===== config.mk =====
export PLATFORM = sky130hd
export DESIGN_NAME = intr_timer_ctrl_flat
export DESIGN_NICKNAME = d
export VERILOG_FILES = /design/src/rtl/intr_timer_ctrl_pkg.sv /design/src/rtl/intr_timer_ctrl_if.sv /design/src/rtl/intr_timer_ctrl_irq_sync.sv /design/src/rtl/intr_timer_ctrl.sv /design/src/flat_wrapper.sv
export SDC_FILE = /design/constraint.sdc
export NUM_CORES = 1
export LEC_CHECK = 0
export ABC_CLOCK_PERIOD_IN_PS = 3400
export CAP_MARGIN = 25
export CORE_MARGIN = 10
export CORE_UTILIZATION = 30
export DETAILED_ROUTE_END_ITERATION = 12
export MAX_ROUTING_LAYER = met4
export REMOVE_ABC_BUFFERS = 1
export SKIP_CTS_REPAIR_TIMING = 1
export SYNTH_ARGS = -nofsm -noshare
export SYNTH_HDL_FRONTEND = slang
export SYNTH_HIERARCHICAL = 1
export SYNTH_SLANG_ARGS = --single-unit

===== constraint.sdc =====
create_clock -name clk -period 3.4 [get_ports clk]
set_input_delay 0.85 -clock clk [delete_from_list [all_inputs] [get_ports clk]]
set_output_delay 0.85 -clock clk [all_outputs]
set_load 0.05 [all_outputs]

===== src/rtl/intr_timer_ctrl_pkg.sv =====
`default_nettype none
// ============================================================================
// Module   : intr_timer_ctrl_pkg
// Brief    : Register map, privilege encodings and reset constants shared by
//            the machine timer / external interrupt block.
// Revision : 1.0 - initial release
// ============================================================================
package intr_timer_ctrl_pkg;

    localparam logic [2:0] INTR_ADR_MTIME_LO    = 3'd0;
    localparam logic [2:0] INTR_ADR_MTIME_HI    = 3'd1;
    localparam logic [2:0] INTR_ADR_MTIMECMP_LO = 3'd2;
    localparam logic [2:0] INTR_ADR_MTIMECMP_HI = 3'd3;
    localparam logic [2:0] INTR_ADR_CTRL        = 3'd4;
    localparam logic [2:0] INTR_ADR_IRQ_PEND    = 3'd5;
    localparam logic [2:0] INTR_ADR_IRQ_RAW     = 3'd6;

    typedef enum logic [1:0] {
        U_MODE = 2'b00,
        S_MODE = 2'b01,
        M_MODE = 2'b11
    } priv_e;

    // mtimecmp resets to the maximum so no compare hit fires before software programs it
    localparam logic [63:0] INTR_MTIMECMP_RST = 64'hFFFF_FFFF_FFFF_FFFF;

endpackage
`default_nettype wire


===== src/rtl/intr_timer_ctrl_if.sv =====
`default_nettype none
// ============================================================================
// Module   : intr_timer_ctrl_if
// Brief    : Word-addressed register I/O port between the load/store unit
//            (master) and the timer/interrupt block (slave).
// Revision : 1.0 - initial release
// ============================================================================
interface intr_timer_ctrl_if;
    import intr_timer_ctrl_pkg::*;

    logic        we;
    logic [2:0]  wadr;
    logic [31:0] wdata;
    logic        re;
    logic [2:0]  radr;
    logic [31:0] rdata;

    modport master (
        output we, wadr, wdata, re, radr,
        input  rdata
    );

    modport slave (
        input  we, wadr, wdata, re, radr,
        output rdata
    );

endinterface
`default_nettype wire


===== src/rtl/intr_timer_ctrl_irq_sync.sv =====
`default_nettype none
// ============================================================================
// Module   : irq_sync
// Brief    : STAGES-deep synchronizer for an asynchronous interrupt line plus
//            a rising-edge detector on the synchronized level.
// Revision : 1.0 - initial release
// ============================================================================
module irq_sync
    import intr_timer_ctrl_pkg::*;
#(
    parameter int STAGES = 2
) (
    input  wire logic clk,
    input  wire logic rst_n,
    input  wire logic i_async,
    output logic      o_sync,
    output logic      o_rise
);

    logic [STAGES-1:0] r_chain;
    logic              r_sync_d;

    always_ff @(posedge clk or negedge rst_n) begin
        if (!rst_n) begin
            r_chain  <= '0;
            r_sync_d <= 1'b0;
        end else begin
            r_chain  <= {r_chain[STAGES-2:0], i_async};
            r_sync_d <= r_chain[STAGES-1];
        end
    end

    assign o_sync = r_chain[STAGES-1];
    assign o_rise = r_chain[STAGES-1] & ~r_sync_d;

endmodule
`default_nettype wire


===== src/rtl/intr_timer_ctrl.sv =====
`default_nettype none
// ============================================================================
// Module   : intr_timer_ctrl
// Brief    : Machine timer (mtime/mtimecmp + prescaler) and external interrupt
//            pending latch feeding the CSR file. Define INTR_EXT_LEVEL_EN to
//            make the external interrupt level-sensitive instead of latched.
// Revision : 1.0 - initial release
// ============================================================================
module intr_timer_ctrl
    import intr_timer_ctrl_pkg::*;
#(
    parameter int SYNC_STAGES = 2,
    parameter int PRESC_W     = 8
) (
    input  wire logic          clk,
    input  wire logic          rst_n,
    intr_timer_ctrl_if.slave   io,
    input  wire logic          ext_irq,
    input  wire logic          csr_meie,
    input  wire logic          csr_mtie,
    output logic               g_interrupt,
    output logic               g_interrupt_1shot,
    output logic [1:0]         g_interrupt_priv,
    output logic               frc_cntr_val_leq
);

    logic [63:0]        r_mtime;
    logic [63:0]        r_mtimecmp;
    logic               r_tm_en;
    logic [PRESC_W-1:0] r_prescale;
    logic [PRESC_W-1:0] r_presc_cnt;
    logic               r_leq;
    logic               r_irq_d;
    logic [31:0]        r_rdata;

    logic               w_wr_mtime_lo;
    logic               w_wr_mtime_hi;
    logic               w_wr_cmp_lo;
    logic               w_wr_cmp_hi;
    logic               w_wr_ctrl;
    logic               w_tick;
    logic               w_sync;
    logic               w_rise;
    logic               w_pending;
    logic [31:0]        w_ctrl_word;
    logic [31:0]        w_rd_val;

    assign w_wr_mtime_lo = io.we && (io.wadr == INTR_ADR_MTIME_LO);
    assign w_wr_mtime_hi = io.we && (io.wadr == INTR_ADR_MTIME_HI);
    assign w_wr_cmp_lo   = io.we && (io.wadr == INTR_ADR_MTIMECMP_LO);
    assign w_wr_cmp_hi   = io.we && (io.wadr == INTR_ADR_MTIMECMP_HI);
    assign w_wr_ctrl     = io.we && (io.wadr == INTR_ADR_CTRL);

    assign w_tick = r_tm_en && (r_presc_cnt == r_prescale);

    // Prescaler and control register
    always_ff @(posedge clk or negedge rst_n) begin
        if (!rst_n) begin
            r_tm_en     <= 1'b0;
            r_prescale  <= '0;
            r_presc_cnt <= '0;
        end else begin
            if (w_wr_ctrl) begin
                r_tm_en    <= io.wdata[0];
                r_prescale <= io.wdata[8 +: PRESC_W];
            end
            if (w_wr_ctrl) begin
                r_presc_cnt <= '0;
            end else if (r_tm_en) begin
                r_presc_cnt <= w_tick ? '0 : r_presc_cnt + 1'b1;
            end
        end
    end

    // A software write to either half takes priority over the tick and suppresses carry
    always_ff @(posedge clk or negedge rst_n) begin
        if (!rst_n) begin
            r_mtime <= '0;
        end else if (w_wr_mtime_lo) begin
            r_mtime[31:0] <= io.wdata;
        end else if (w_wr_mtime_hi) begin
            r_mtime[63:32] <= io.wdata;
        end else if (w_tick) begin
            r_mtime <= r_mtime + 64'd1;
        end
    end

    always_ff @(posedge clk or negedge rst_n) begin
        if (!rst_n) begin
            r_mtimecmp <= INTR_MTIMECMP_RST;
            r_leq      <= 1'b0;
        end else begin
            if (w_wr_cmp_lo) begin
                r_mtimecmp[31:0] <= io.wdata;
            end
            if (w_wr_cmp_hi) begin
                r_mtimecmp[63:32] <= io.wdata;
            end
            r_leq <= (r_mtimecmp <= r_mtime);
        end
    end

    irq_sync #(
        .STAGES (SYNC_STAGES)
    ) u_irq_sync (
        .clk     (clk),
        .rst_n   (rst_n),
        .i_async (ext_irq),
        .o_sync  (w_sync),
        .o_rise  (w_rise)
    );

`ifdef INTR_EXT_LEVEL_EN
    assign w_pending = w_sync;
`else
    logic r_pending;
    logic w_clr;

    assign w_clr = io.we && (io.wadr == INTR_ADR_IRQ_PEND) && io.wdata[0];

    // A fresh edge outranks a coincident software clear so no interrupt is lost
    always_ff @(posedge clk or negedge rst_n) begin
        if (!rst_n) begin
            r_pending <= 1'b0;
        end else if (w_rise) begin
            r_pending <= 1'b1;
        end else if (w_clr) begin
            r_pending <= 1'b0;
        end
    end

    assign w_pending = r_pending;
`endif

    assign g_interrupt       = w_pending & csr_meie;
    assign g_interrupt_1shot = g_interrupt & ~r_irq_d;
    assign g_interrupt_priv  = M_MODE;
    assign frc_cntr_val_leq  = r_leq & csr_mtie & r_tm_en;

    always_ff @(posedge clk or negedge rst_n) begin
        if (!rst_n) begin
            r_irq_d <= 1'b0;
        end else begin
            r_irq_d <= g_interrupt;
        end
    end

    always_comb begin
        w_ctrl_word               = '0;
        w_ctrl_word[0]            = r_tm_en;
        w_ctrl_word[8 +: PRESC_W] = r_prescale;
    end

    always_comb begin
        w_rd_val = '0;
        case (io.radr)
            INTR_ADR_MTIME_LO:    w_rd_val = r_mtime[31:0];
            INTR_ADR_MTIME_HI:    w_rd_val = r_mtime[63:32];
            INTR_ADR_MTIMECMP_LO: w_rd_val = r_mtimecmp[31:0];
            INTR_ADR_MTIMECMP_HI: w_rd_val = r_mtimecmp[63:32];
            INTR_ADR_CTRL:        w_rd_val = w_ctrl_word;
            INTR_ADR_IRQ_PEND:    w_rd_val = {31'b0, w_pending};
            INTR_ADR_IRQ_RAW:     w_rd_val = {31'b0, w_sync};
            default:              w_rd_val = '0;
        endcase
    end

    // Reads sample pre-write state, so a same-cycle write to the address is not observed
    always_ff @(posedge clk or negedge rst_n) begin
        if (!rst_n) begin
            r_rdata <= '0;
        end else if (io.re) begin
            r_rdata <= w_rd_val;
        end
    end

    assign io.rdata = r_rdata;

endmodule
`default_nettype wire


===== src/flat_wrapper.sv =====
// flat-port wrapper written by rule: the top's interface ports become plain ports
module intr_timer_ctrl_flat import intr_timer_ctrl_pkg::*;
#(
    parameter int SYNC_STAGES = 2,
    parameter int PRESC_W     = 8
)
  (clk, rst_n, ext_irq, csr_meie, csr_mtie, g_interrupt, g_interrupt_1shot, g_interrupt_priv, frc_cntr_val_leq, io_we, io_wadr, io_wdata, io_re, io_radr, io_rdata);
  intr_timer_ctrl_if io_i ();
  input  wire logic clk;
  input  wire logic rst_n;
  input  wire logic ext_irq;
  input  wire logic csr_meie;
  input  wire logic csr_mtie;
  output logic g_interrupt;
  output logic g_interrupt_1shot;
  output logic [1:0] g_interrupt_priv;
  output logic frc_cntr_val_leq;
  input wire logic [$bits(io_i.we)-1:0] io_we;
  input wire logic [$bits(io_i.wadr)-1:0] io_wadr;
  input wire logic [$bits(io_i.wdata)-1:0] io_wdata;
  input wire logic [$bits(io_i.re)-1:0] io_re;
  input wire logic [$bits(io_i.radr)-1:0] io_radr;
  output wire logic [$bits(io_i.rdata)-1:0] io_rdata;
  assign io_i.we = io_we;
  assign io_i.wadr = io_wadr;
  assign io_i.wdata = io_wdata;
  assign io_i.re = io_re;
  assign io_i.radr = io_radr;
  assign io_rdata = io_i.rdata;
  intr_timer_ctrl #(.SYNC_STAGES(SYNC_STAGES), .PRESC_W(PRESC_W)) u_core (.clk(clk), .rst_n(rst_n), .io(io_i), .ext_irq(ext_irq), .csr_meie(csr_meie), .csr_mtie(csr_mtie), .g_interrupt(g_interrupt), .g_interrupt_1shot(g_interrupt_1shot), .g_interrupt_priv(g_interrupt_priv), .frc_cntr_val_leq(frc_cntr_val_leq));
endmodule

==> impl_metrics.tcl, run 1 <==
set metrics [dict create \
    outcome "completed" \
    p_int_mw 4.65 \
    drt_iter0_drc 1055 \
    r2r_end "u_core/r_mtime[57]$_DFFE_PN0P_" \
    cp-endpoint "u_core/r_mtime[57]$_DFFE_PN0P_" \
    dieArea_sq_mm 0.0457 \
    nets 1367 \
    rows 70 \
    cp_num_cells 6 \
    cts.path.max_buffers 2 \
    area_growth_pct 19.4 \
    antenna_found_initial 0 \
    hold_viol 0 \
    portBuffers 79 \
    avgSynthCellArea_sq_um 9.58 \
    met3WireLength_mm 2.18 \
    maxCapViolations 0 \
    htree_levels 4 \
    cp.arrival_ns 3.31 \
    wl_met2_mm 18.8 \
    cp_max_fo 7 \
    slew_violations 0 \
    hold_class "reg2reg" \
    worstPathRequired_ns 3.77 \
    cellPowerDensity_mw_per_mm2 555 \
    dp_cells 1705 \
    synth-seq-cells 183 \
    drt-vias-per-instance 5.79 \
    critPathTopFamily "simple AND/OR/NAND/NOR gates" \
    p_seq_share_pct 43.5 \
    antenna_cells 0 \
    routed_wl_mm 39.5 \
    wire_per_inst_um 22.8 \
    skew_ns 0.0143 \
    dpl_cell_area_sq_mm 0.0129 \
    p_sw_mw 2.80 \
    startpoint_type "flip-flop" \
    worstPathCellList "and3_1, nand3_1, or4_1, or4_1, o31a_1, o21ai_1" \
    gr-usage-all-layers_pct 17.9 \
    ir_worst_vdd_uv 349 \
    finalSetupViolCount 0 \
    drt-met1-wl_mm 17.8 \
    synth_edf_count 0 \
    vias 10050 \
    async_flop_share_pct 100 \
    dp_hpwl_mm 29.0 \
    power_frac_clock_pct 25.9 \
    drt-pass1-iter-count 5 \
    drive_gt1_share_pct 20.0 \
    p_leak_nw 5.44 \
    start_util_pct 30.6 \
    grt_first_pass_wirelength_mm 61.4 \
    post-route-cell-area_sq_mm 0.0134 \
    die_w_um 214 \
    die_h_um 214 \
    synth_area_sq_mm 0.0113 \
    coreArea_sq_mm 0.0368 \
    finalNonFillerCells 1737 \
    r2r_start "u_core/r_mtime[14]$_DFFE_PN0P_" \
    rsz0062_at_grt "no" \
    switching_share_pct 37.6 \
    yosysSeqAreaShare_pct 41.4 \
    worstMarginPinSlew_ns 0.692 \
    fin_total_pwr_mw 7.45 \
    hold_ws_ns 0.352 \
    drcViolationCount 0 \
    yosys_warnings 6 \
    combPwrFrac_pct 30.6 \
    grt_pass1_vias 10088 \
    synthDistinctLibCells 67 \
    endpoint_kind "flip-flop" \
    grt_max_degree 71 \
    synth_top_flop_cell "dfrtp_1" \
    clk_pin_slew_worst_paths_ns 0.08 \
    r2r_setup_slack_ns 0.46 \
    ioPinCount 82 \
    max_freq_mhz 340 \
    crit_path_start "u_core/r_mtime[14]$_DFFE_PN0P_" \
    cts_root_buffer "clkbuf_16" \
    r2r_cells 6 \
    fin_crit_sh_pct 86.5 \
    slew-limit-headroom_pct 53.8 \
    clkSinkCount 183 \
    synthCells 1175 \
    crit_buf_inv 0 \
    highest_layer "met4" \
    cts_buffers 17 \
    period_needed_ns 2.94 \
    setup_tns_ns 0 \
    insertion_delay_ns 0.45 \
    slowest_stage "or4_1" \
    gp_congestion 0.962 \
    postRouteAntennaNets 0 \
    cts_tree "done" \
    grt_overflow_total 0 \
    slowest_delay_ns 0.80 \
    critPathKind "reg2reg" \
    crit_top_cell "or4_1" \
]
Yosys cell counts, drive strengths merged, types with 16 or more instances:
library cell | number | share of area (%)
a21oi | 87 | 3.9
inv | 99 | 3.3
nand2 | 69 | 2.4
mux2 | 71 | 7.1
a221oi | 26 | 2.0
a22o | 24 | 1.9
nand4 | 34 | 1.9
dfstp | 64 | 15
nor2 | 38 | 1.3
dfrtp | 119 | 26
nor3 | 19 | 0.85
a31oi | 17 | 0.95
ha | 66 | 7.3
o21ai | 64 | 2.8
a2bb2oi | 16 | 1.2
nand3 | 53 | 2.4
o22ai | 49 | 2.7
clkbuf | 62 | 2.1
cell families after synthesis:
logic type               share of synthesized area [%]
other                                           0.0333
XOR/XNOR                                         0.778
multiplexers                                      9.00
AO/OA/AOI/OAI                                     20.6
flip-flops                                        41.4
AND/OR/NAND/NOR                                   14.9
adder cells (fa/ha/maj)                           7.34
buffers and inverters                             5.90
cell usage in the layout (no fill, tap or decap), drive strengths merged, types with 17 or more instances in the layout:
| master | count |
|---|---|
| mux2 | 71 |
| nor2 | 38 |
| clkbuf | 19 |
| clkdlybuf4s50 | 75 |
| nor3 | 19 |
| nand3 | 53 |
| ha | 66 |
| o21ai | 64 |
| a31oi | 17 |
| nand4 | 34 |
| dfstp | 64 |
| nand2 | 69 |
| inv | 105 |
| a221oi | 26 |
| a21oi | 87 |
| a22o | 24 |
| buf | 59 |
| o22ai | 49 |
| dfrtp | 119 |
final cells by class:
| cell class | count | area [sq um] |
|---|---|---|
| Clock buffer | 18 | 429 |
| Clock inverter | 14 | 119 |
| Fill cell | 3694 | 23400 |
| Inverter | 99 | 372 |
| Multi-Input combinational cell | 820 | 5990 |
| Sequential cell | 183 | 4660 |
| Tap cell | 468 | 586 |
| Timing Repair Buffer | 135 | 1280 |
metrics by stage:
stage	setup slack [ns]	util (%)
after detailed placement	0.435	35.0
final	0.461	36.5
after global placement	0.455	35.0
after floorplan	-1.22	-
after CTS	0.509	36.5
after global routing	0.355	36.5
metal layers:
layer / vias to the layer above / GRT usage, %
li1: 4600 / -
met1: 5036 / 23.9
met2: 369 / 27.7
met3: 45 / 2.29
met4: 0 / 5.50
met5: - / -
how the worst min path moves through the flow:
stage	start	endpoint	slack, ns	cells after the start
after floorplan	u_core/u_irq_sync/r_chain[0]$_DFF_PN0_	u_core/u_irq_sync/r_chain[1]$_DFF_PN0_	0.33	0
after global placement	u_core/u_irq_sync/r_chain[0]$_DFF_PN0_	u_core/u_irq_sync/r_chain[1]$_DFF_PN0_	0.34	0
after detailed placement	u_core/u_irq_sync/r_chain[0]$_DFF_PN0_	u_core/u_irq_sync/r_chain[1]$_DFF_PN0_	0.34	0
after CTS	u_core/u_irq_sync/r_chain[0]$_DFF_PN0_	u_core/u_irq_sync/r_chain[1]$_DFF_PN0_	0.36	0
after global routing	u_core/u_irq_sync/r_chain[0]$_DFF_PN0_	u_core/u_irq_sync/r_chain[1]$_DFF_PN0_	0.36	0
final	u_core/u_irq_sync/r_chain[0]$_DFF_PN0_	u_core/u_irq_sync/r_chain[1]$_DFF_PN0_	0.35	0
flip-flops by register name, indices dropped and copies added (netlist names), 2 cells and up:
name / flops
u_core/r_mtimecmp: 64
u_core/r_presc_cnt: 8
u_core/r_mtime: 64
u_core/u_irq_sync/r_chain: 2
u_core/io.rdata: 32
u_core/r_prescale: 8
power by group through the flow:
| stage | Combinational (mW) | Sequential (mW) | Clock [mW] |
|---|---|---|---|
| after floorplan | 1.30 | 3.26 | 0 |
| after global placement | 2.21 | 3.24 | 0 |
| after detailed placement | 2.27 | 3.26 | 0 |
| after CTS | 2.28 | 3.23 | 1.97 |
| after global routing | 2.53 | 3.30 | 2.06 |
| final | 2.28 | 3.24 | 1.93 |
No activity file was read; power rests on OpenSTA's default activity.
==> inputs of run 2 (changes only) <==
--- a/config.mk
+++ b/config.mk
@@ -10,9 +10,11 @@
 export CORE_MARGIN = 10
 export CORE_UTILIZATION = 30
 export DETAILED_ROUTE_END_ITERATION = 12
+export GPL_TIMING_DRIVEN = 0
 export MAX_ROUTING_LAYER = met4
 export REMOVE_ABC_BUFFERS = 1
 export SKIP_CTS_REPAIR_TIMING = 1
+export SKIP_LAST_GASP = 1
 export SYNTH_ARGS = -nofsm -noshare
 export SYNTH_HDL_FRONTEND = slang
 export SYNTH_HIERARCHICAL = 1
==> run 2 against run 1 <==
Net effect:
- clock-buffer cell count increased by 2
- critical path depth shrank 2
- highest routed layer unchanged
- register-to-register slack got worse by 0.29 ns
- critical path type is now in2out
- core utilization shrank 0.099 points
- clock skew fell by 0.0016 ns
- fmax decreased by 9.2%
- total power up 0.20%
- final area fell by 0.27%
- non-clock buffer count fell by 30
- sequential power is essentially flat
- wire length down 3.6%
- final cell count is 1.7% lower
==> impl_metrics.tcl, run 2 (same netlist as run 1, synthesis figures left out) <==
set metrics [dict create \
    outcome "completed" \
    skew_ns 0.0126 \
    cts.path.max_buffers 2 \
    r2r_setup_slack_ns 0.17 \
    min_path_cells 0 \
    critPathKind "in2out" \
    slew_violations 0 \
    rsz0062_at_grt "no" \
    fin_total_pwr_mw 7.47 \
    register_area_sq_mm 0.00466 \
    mostFrequentLayoutCells "dfrtp_1, inv_1, a21oi_1, clkdlybuf4s50_1, mux2_2" \
    grt_overflow_total 0 \
    endpoint_kind "output pin" \
    start_util_pct 30.6 \
    fillers 3719 \
    use_met1_pct 22.1 \
    vias 9994 \
    dp_cells 1674 \
    r2r_end "u_core/r_mtime[56]$_DFFE_PN0P_" \
    r2r_start "u_core/r_mtime[11]$_DFFE_PN0P_" \
    post-route-cell-area_sq_mm 0.0134 \
    nets 1337 \
    area_growth_pct 19.1 \
    maxCapViolations 0 \
    cp.arrival_ns 2.39 \
    period_needed_ns 3.24 \
    crit_buf_inv 2 \
    htree_levels 4 \
    insertion_delay_ns 0.45 \
    cts_tree "done" \
    dieArea_sq_mm 0.0457 \
    critPathTopFamily "buffers and inverters" \
    worstPathCellList "clkdlybuf4s50_1, and2_1, nor2b_1, clkdlybuf4s50_1" \
    r2r_cells 6 \
    cts_buffers 17 \
    drt_iter0_drc 1052 \
    min_from "u_core/u_irq_sync/r_chain[0]$_DFF_PN0_" \
    gr-usage-all-layers_pct 17.2 \
    cp_max_fo 3 \
    p_leak_nw 5.37 \
    final_common_cell "dfrtp_1" \
    hold_class "reg2reg" \
    worstPathRequired_ns 2.55 \
    ir_worst_vdd_uv 385 \
    slew-limit-headroom_pct 31.7 \
    drive_gt1_share_pct 18.5 \
    postRouteAntennaNets 0 \
    ioPinCount 82 \
    fin_crit_sh_pct 95.2 \
    max_freq_mhz 309 \
    portBuffers 79 \
    drt-vias-per-instance 5.85 \
    routed_wl_mm 38.1 \
    antenna_cells 0 \
    finalNonFillerCells 1707 \
    grt_use_met3_pct 2.66 \
    clkSinkCount 183 \
    crit_top_cell "clkdlybuf4s50_1" \
    worstMarginPinSlew_ns 1.01 \
    cts_root_buffer "clkbuf_16" \
    antenna_found_initial 0 \
    dp_hpwl_mm 27.9 \
    grt_max_degree 93 \
    holdPathEnd "u_core/u_irq_sync/r_chain[1]$_DFF_PN0_" \
    setup_tns_ns 0 \
    clk_pin_slew_worst_paths_ns 0.07 \
    wire_per_inst_um 22.3 \
    drcViolationCount 0 \
    dpl_cell_area_sq_mm 0.0128 \
    finalSetupViolCount 0 \
    hold_viol 0 \
    met2_usage_pct 27.1 \
    grt_first_pass_wirelength_mm 59.0 \
    cellPowerDensity_mw_per_mm2 557 \
    grt.busiest_layer "met2" \
    die_w_um 214 \
    slowest_delay_ns 0.81 \
    multi_input_area_sq_mm 0.00603 \
    coreArea_sq_mm 0.0368 \
    rows 70 \
    slowest_stage "clkdlybuf4s50_1" \
    startpoint_type "input pin" \
    grt_pass1_vias 9711 \
    die_h_um 214 \
    gp_congestion 0.914 \
    drt-pass1-iter-count 5 \
]
run 2: cell count changes in the layout (fill, tap and decap cells not counted), moves of 2 or more:
cell             before  now
buf_4                53    3
buf_6                 0    8
buf_8                 0    7
buf_16                0    4
buf_12                6    3
buf_2                 0    3
clkbuf_8              1    3
clkdlybuf4s50_1      75   77
clkinv_2              2    0
run 2: report_power, final:
part / internal (mW) / switching, mW / leakage [nW] / total [mW]
registers: 2.72 / 0.512 / 2.09 / 3.23
logic: 0.944 / 1.29 / 2.99 / 2.24
clock network: 1.02 / 0.974 / 0.282 / 2.00
total: 4.69 / 2.78 / 5.37 / 7.47
run 2: final cells by class:
type | instances | share of cell area [%]
Clock inverter | 12 | 0.813
Inverter | 99 | 2.77
Tap cell | 468 | 4.37
Multi-Input combinational cell | 820 | 45.0
Sequential cell | 183 | 34.8
Timing Repair Buffer | 105 | 8.76
Clock buffer | 20 | 3.48
run 2: stage by stage:
stage / worst slack (ns) / utilization, % / hold slack (ns)
after floorplan: -1.22 / - / 0.331
after global placement: -6.61 / 33.5 / 0.340
after detailed placement: -0.886 / 34.7 / 0.342
after CTS: -0.404 / 36.3 / 0.359
after global routing: 0.0464 / 36.4 / 0.367
final: 0.164 / 36.4 / 0.355
run 2: layer usage:
metal	vias to the layer above	share of wire (%)
met5	-	0
met1	5001	45
li1	4543	-
met4	0	2.3
met2	392	47
met3	58	6.0
run 2: how the worst max path moves through the flow:
stage                    start  slack, ns                                 to  cells after the start
detailed placement       io_we      -0.89     u_core/r_mtime[55]$_DFFE_PN0P_                      7
global route        io_wadr[1]       0.05     u_core/r_mtime[29]$_DFFE_PN0P_                      7
floorplan           io_wadr[2]      -1.22  u_core/r_mtimecmp[10]$_DFFE_PN1P_                      2
CTS                      io_we      -0.40     u_core/r_mtime[63]$_DFFE_PN0P_                      7
finish                csr_meie       0.16                  g_interrupt_1shot                      4
global placement         rst_n      -6.61    u_core/io.rdata[27]$_DFFE_PN0P_                      1
==> inputs of run 3 (changes only) <==
--- a/config.mk
+++ b/config.mk
@@ -7,7 +7,7 @@
 export LEC_CHECK = 0
 export ABC_CLOCK_PERIOD_IN_PS = 3400
 export CAP_MARGIN = 25
-export CORE_MARGIN = 10
+export CORE_MARGIN = 8
 export CORE_UTILIZATION = 30
 export DETAILED_ROUTE_END_ITERATION = 12
 export GPL_TIMING_DRIVEN = 0
@@ -15,6 +15,7 @@
 export REMOVE_ABC_BUFFERS = 1
 export SKIP_CTS_REPAIR_TIMING = 1
 export SKIP_LAST_GASP = 1
+export SLEW_MARGIN = 10
 export SYNTH_ARGS = -nofsm -noshare
 export SYNTH_HDL_FRONTEND = slang
 export SYNTH_HIERARCHICAL = 1
==> run 3 against run 2 <==
Net effect:
- global-route usage up 0.67 points
- clock skew is 0.0035 ns higher
- sequential power about the same
- core utilization shrank 0.24 points
- total power increased by 0.25%
- final cell count is 0.70% higher
- final area grew 0.76%
- largest cell class unchanged
- largest power group unchanged
==> impl_metrics.tcl, run 3 (same netlist as run 1, synthesis figures left out) <==
set metrics [dict create \
    grt_first_pass_wirelength_mm 59.9 \
    cp_max_fo 36 \
    period_needed_ns 3.32 \
    worstPathRequired_ns 3.73 \
    finalNonFillerCells 1719 \
    start_util_pct 30.2 \
    dp_cells 1682 \
    critPathTopFamily "simple AND/OR/NAND/NOR gates" \
    clk_pin_slew_worst_paths_ns 0.07 \
    routed_wl_mm 38.1 \
    maxCapViolations 0 \
    drt-pass1-iter-count 6 \
    worstPathCellList "clkdlybuf4s50_1, nor3b_2, nand2b_2, o21ai_4, a21oi_1, o22a_1" \
    fin_crit_sh_pct 97.7 \
    outcome "completed" \
    nets 1343 \
    grt_pass1_vias 9837 \
    ioPinCount 82 \
    skew_ns 0.0161 \
    die_w_um 210 \
    cts_tree "done" \
    postRouteAntennaNets 0 \
    grt_max_degree 80 \
    hold_class "in2async" \
    dieArea_sq_mm 0.0440 \
    mostFrequentLayoutCells "dfrtp_1, inv_1, a21oi_1, clkdlybuf4s50_1, mux2_2" \
    slowest_delay_ns 0.65 \
    antenna_found_initial 0 \
    drt-vias-per-instance 5.79 \
    ir_worst_vdd_uv 389 \
    drive_gt1_share_pct 18.8 \
    vias 9961 \
    grt_overflow_total 0 \
    fin_util_pct 36.2 \
    critPathKind "in2reg" \
    gr-usage-all-layers_pct 17.8 \
    startpoint_type "input pin" \
    antenna_cells 0 \
    gp_congestion 0.947 \
    endpoint_kind "flip-flop" \
    htree_levels 4 \
    portBuffers 79 \
    cts_root_buffer "clkbuf_16" \
    die_h_um 210 \
    finalSetupViolCount 0 \
    drt_iter0_drc 1135 \
    coreArea_sq_mm 0.0373 \
    area_growth_pct 20.0 \
    cts_buffers 17 \
    dp_hpwl_mm 28.7 \
    slowest_stage "nand2b_2" \
    cts.path.max_buffers 2 \
    max_freq_mhz 301 \
    drcViolationCount 0 \
    crit_buf_inv 1 \
    final_common_cell "dfrtp_1" \
    clkSinkCount 183 \
    cellPowerDensity_mw_per_mm2 554 \
    worstMarginPinSlew_ns 0.972 \
    rsz0062_at_grt "no" \
    setup_tns_ns 0 \
    wire_per_inst_um 22.2 \
    cp.arrival_ns 3.65 \
    slew-limit-headroom_pct 35.0 \
    rows 71 \
    hold_viol 0 \
    fin_total_pwr_mw 7.48 \
    p_leak_nw 5.41 \
    insertion_delay_ns 0.45 \
    slew_violations 0 \
]
[run 3: cell count changes in the layout (fill, tap and decap cells not counted), sizes merged]
cell | before | now
clkbuf | 20 | 22
buf | 28 | 33
clkinv | 4 | 1
inv | 106 | 108
[run 3: power by group]
group          switching, mW  leakage (nW)  internal, mW  total (mW)
clock network          0.962         0.285          1.05        2.01
registers              0.508          2.09          2.72        3.23
logic                   1.29          3.03         0.954        2.24
[run 3: final cells by class]
cell class                 instances  area (sq um)
clock buffer                      21           482
tap                              474           593
timing repair buffer             111          1250
sequential                       183          4660
clock inverter                    11           100
multi-input combinational        820          6040
inverter                          99           372
fill                            3773         23800
[run 3: metal layers]
| metal | up-vias | track usage (%) | routed length, um |
|---|---|---|---|
| met2 | 336 | 27.7 | 17900 |
| met3 | 71 | 2.63 | 2160 |
| met1 | 5005 | 23.5 | 16900 |
| met5 | - | - | 0 |
| met4 | 0 | 6.49 | 1200 |
| li1 | 4549 | - | - |
[run 3: worst paths after layout]
path,slack (ns),end,start,cells after the start
min reg2reg,0.36,u_core/u_irq_sync/r_chain[1]$_DFF_PN0_,u_core/u_irq_sync/r_chain[0]$_DFF_PN0_,0
max reg2reg,0.23,u_core/r_mtime[56]$_DFFE_PN0P_,u_core/r_mtime[11]$_DFFE_PN0P_,6
min,0.28,u_core/io.rdata[12]$_DFFE_PN0P_,rst_n,1
max,0.08,u_core/r_mtime[39]$_DFFE_PN0P_,io_we,6
max in group asynchronous,2.00,u_core/r_mtimecmp[59]$_DFFE_PN1P_,rst_n,3
min in group clk,0.36,u_core/u_irq_sync/r_chain[1]$_DFF_PN0_,u_core/u_irq_sync/r_chain[0]$_DFF_PN0_,0
[run 3: metrics by stage]
step                setup WS (ns)  hold WS (ns)  area, sq um
floorplan                   -1.22         0.331        11000
global placement            -6.64         0.339        12300
detailed placement         -0.947         0.347        12800
CTS                        -0.430         0.284        13400
global route               0.0412         0.297        13500
finish                     0.0794         0.283        13500
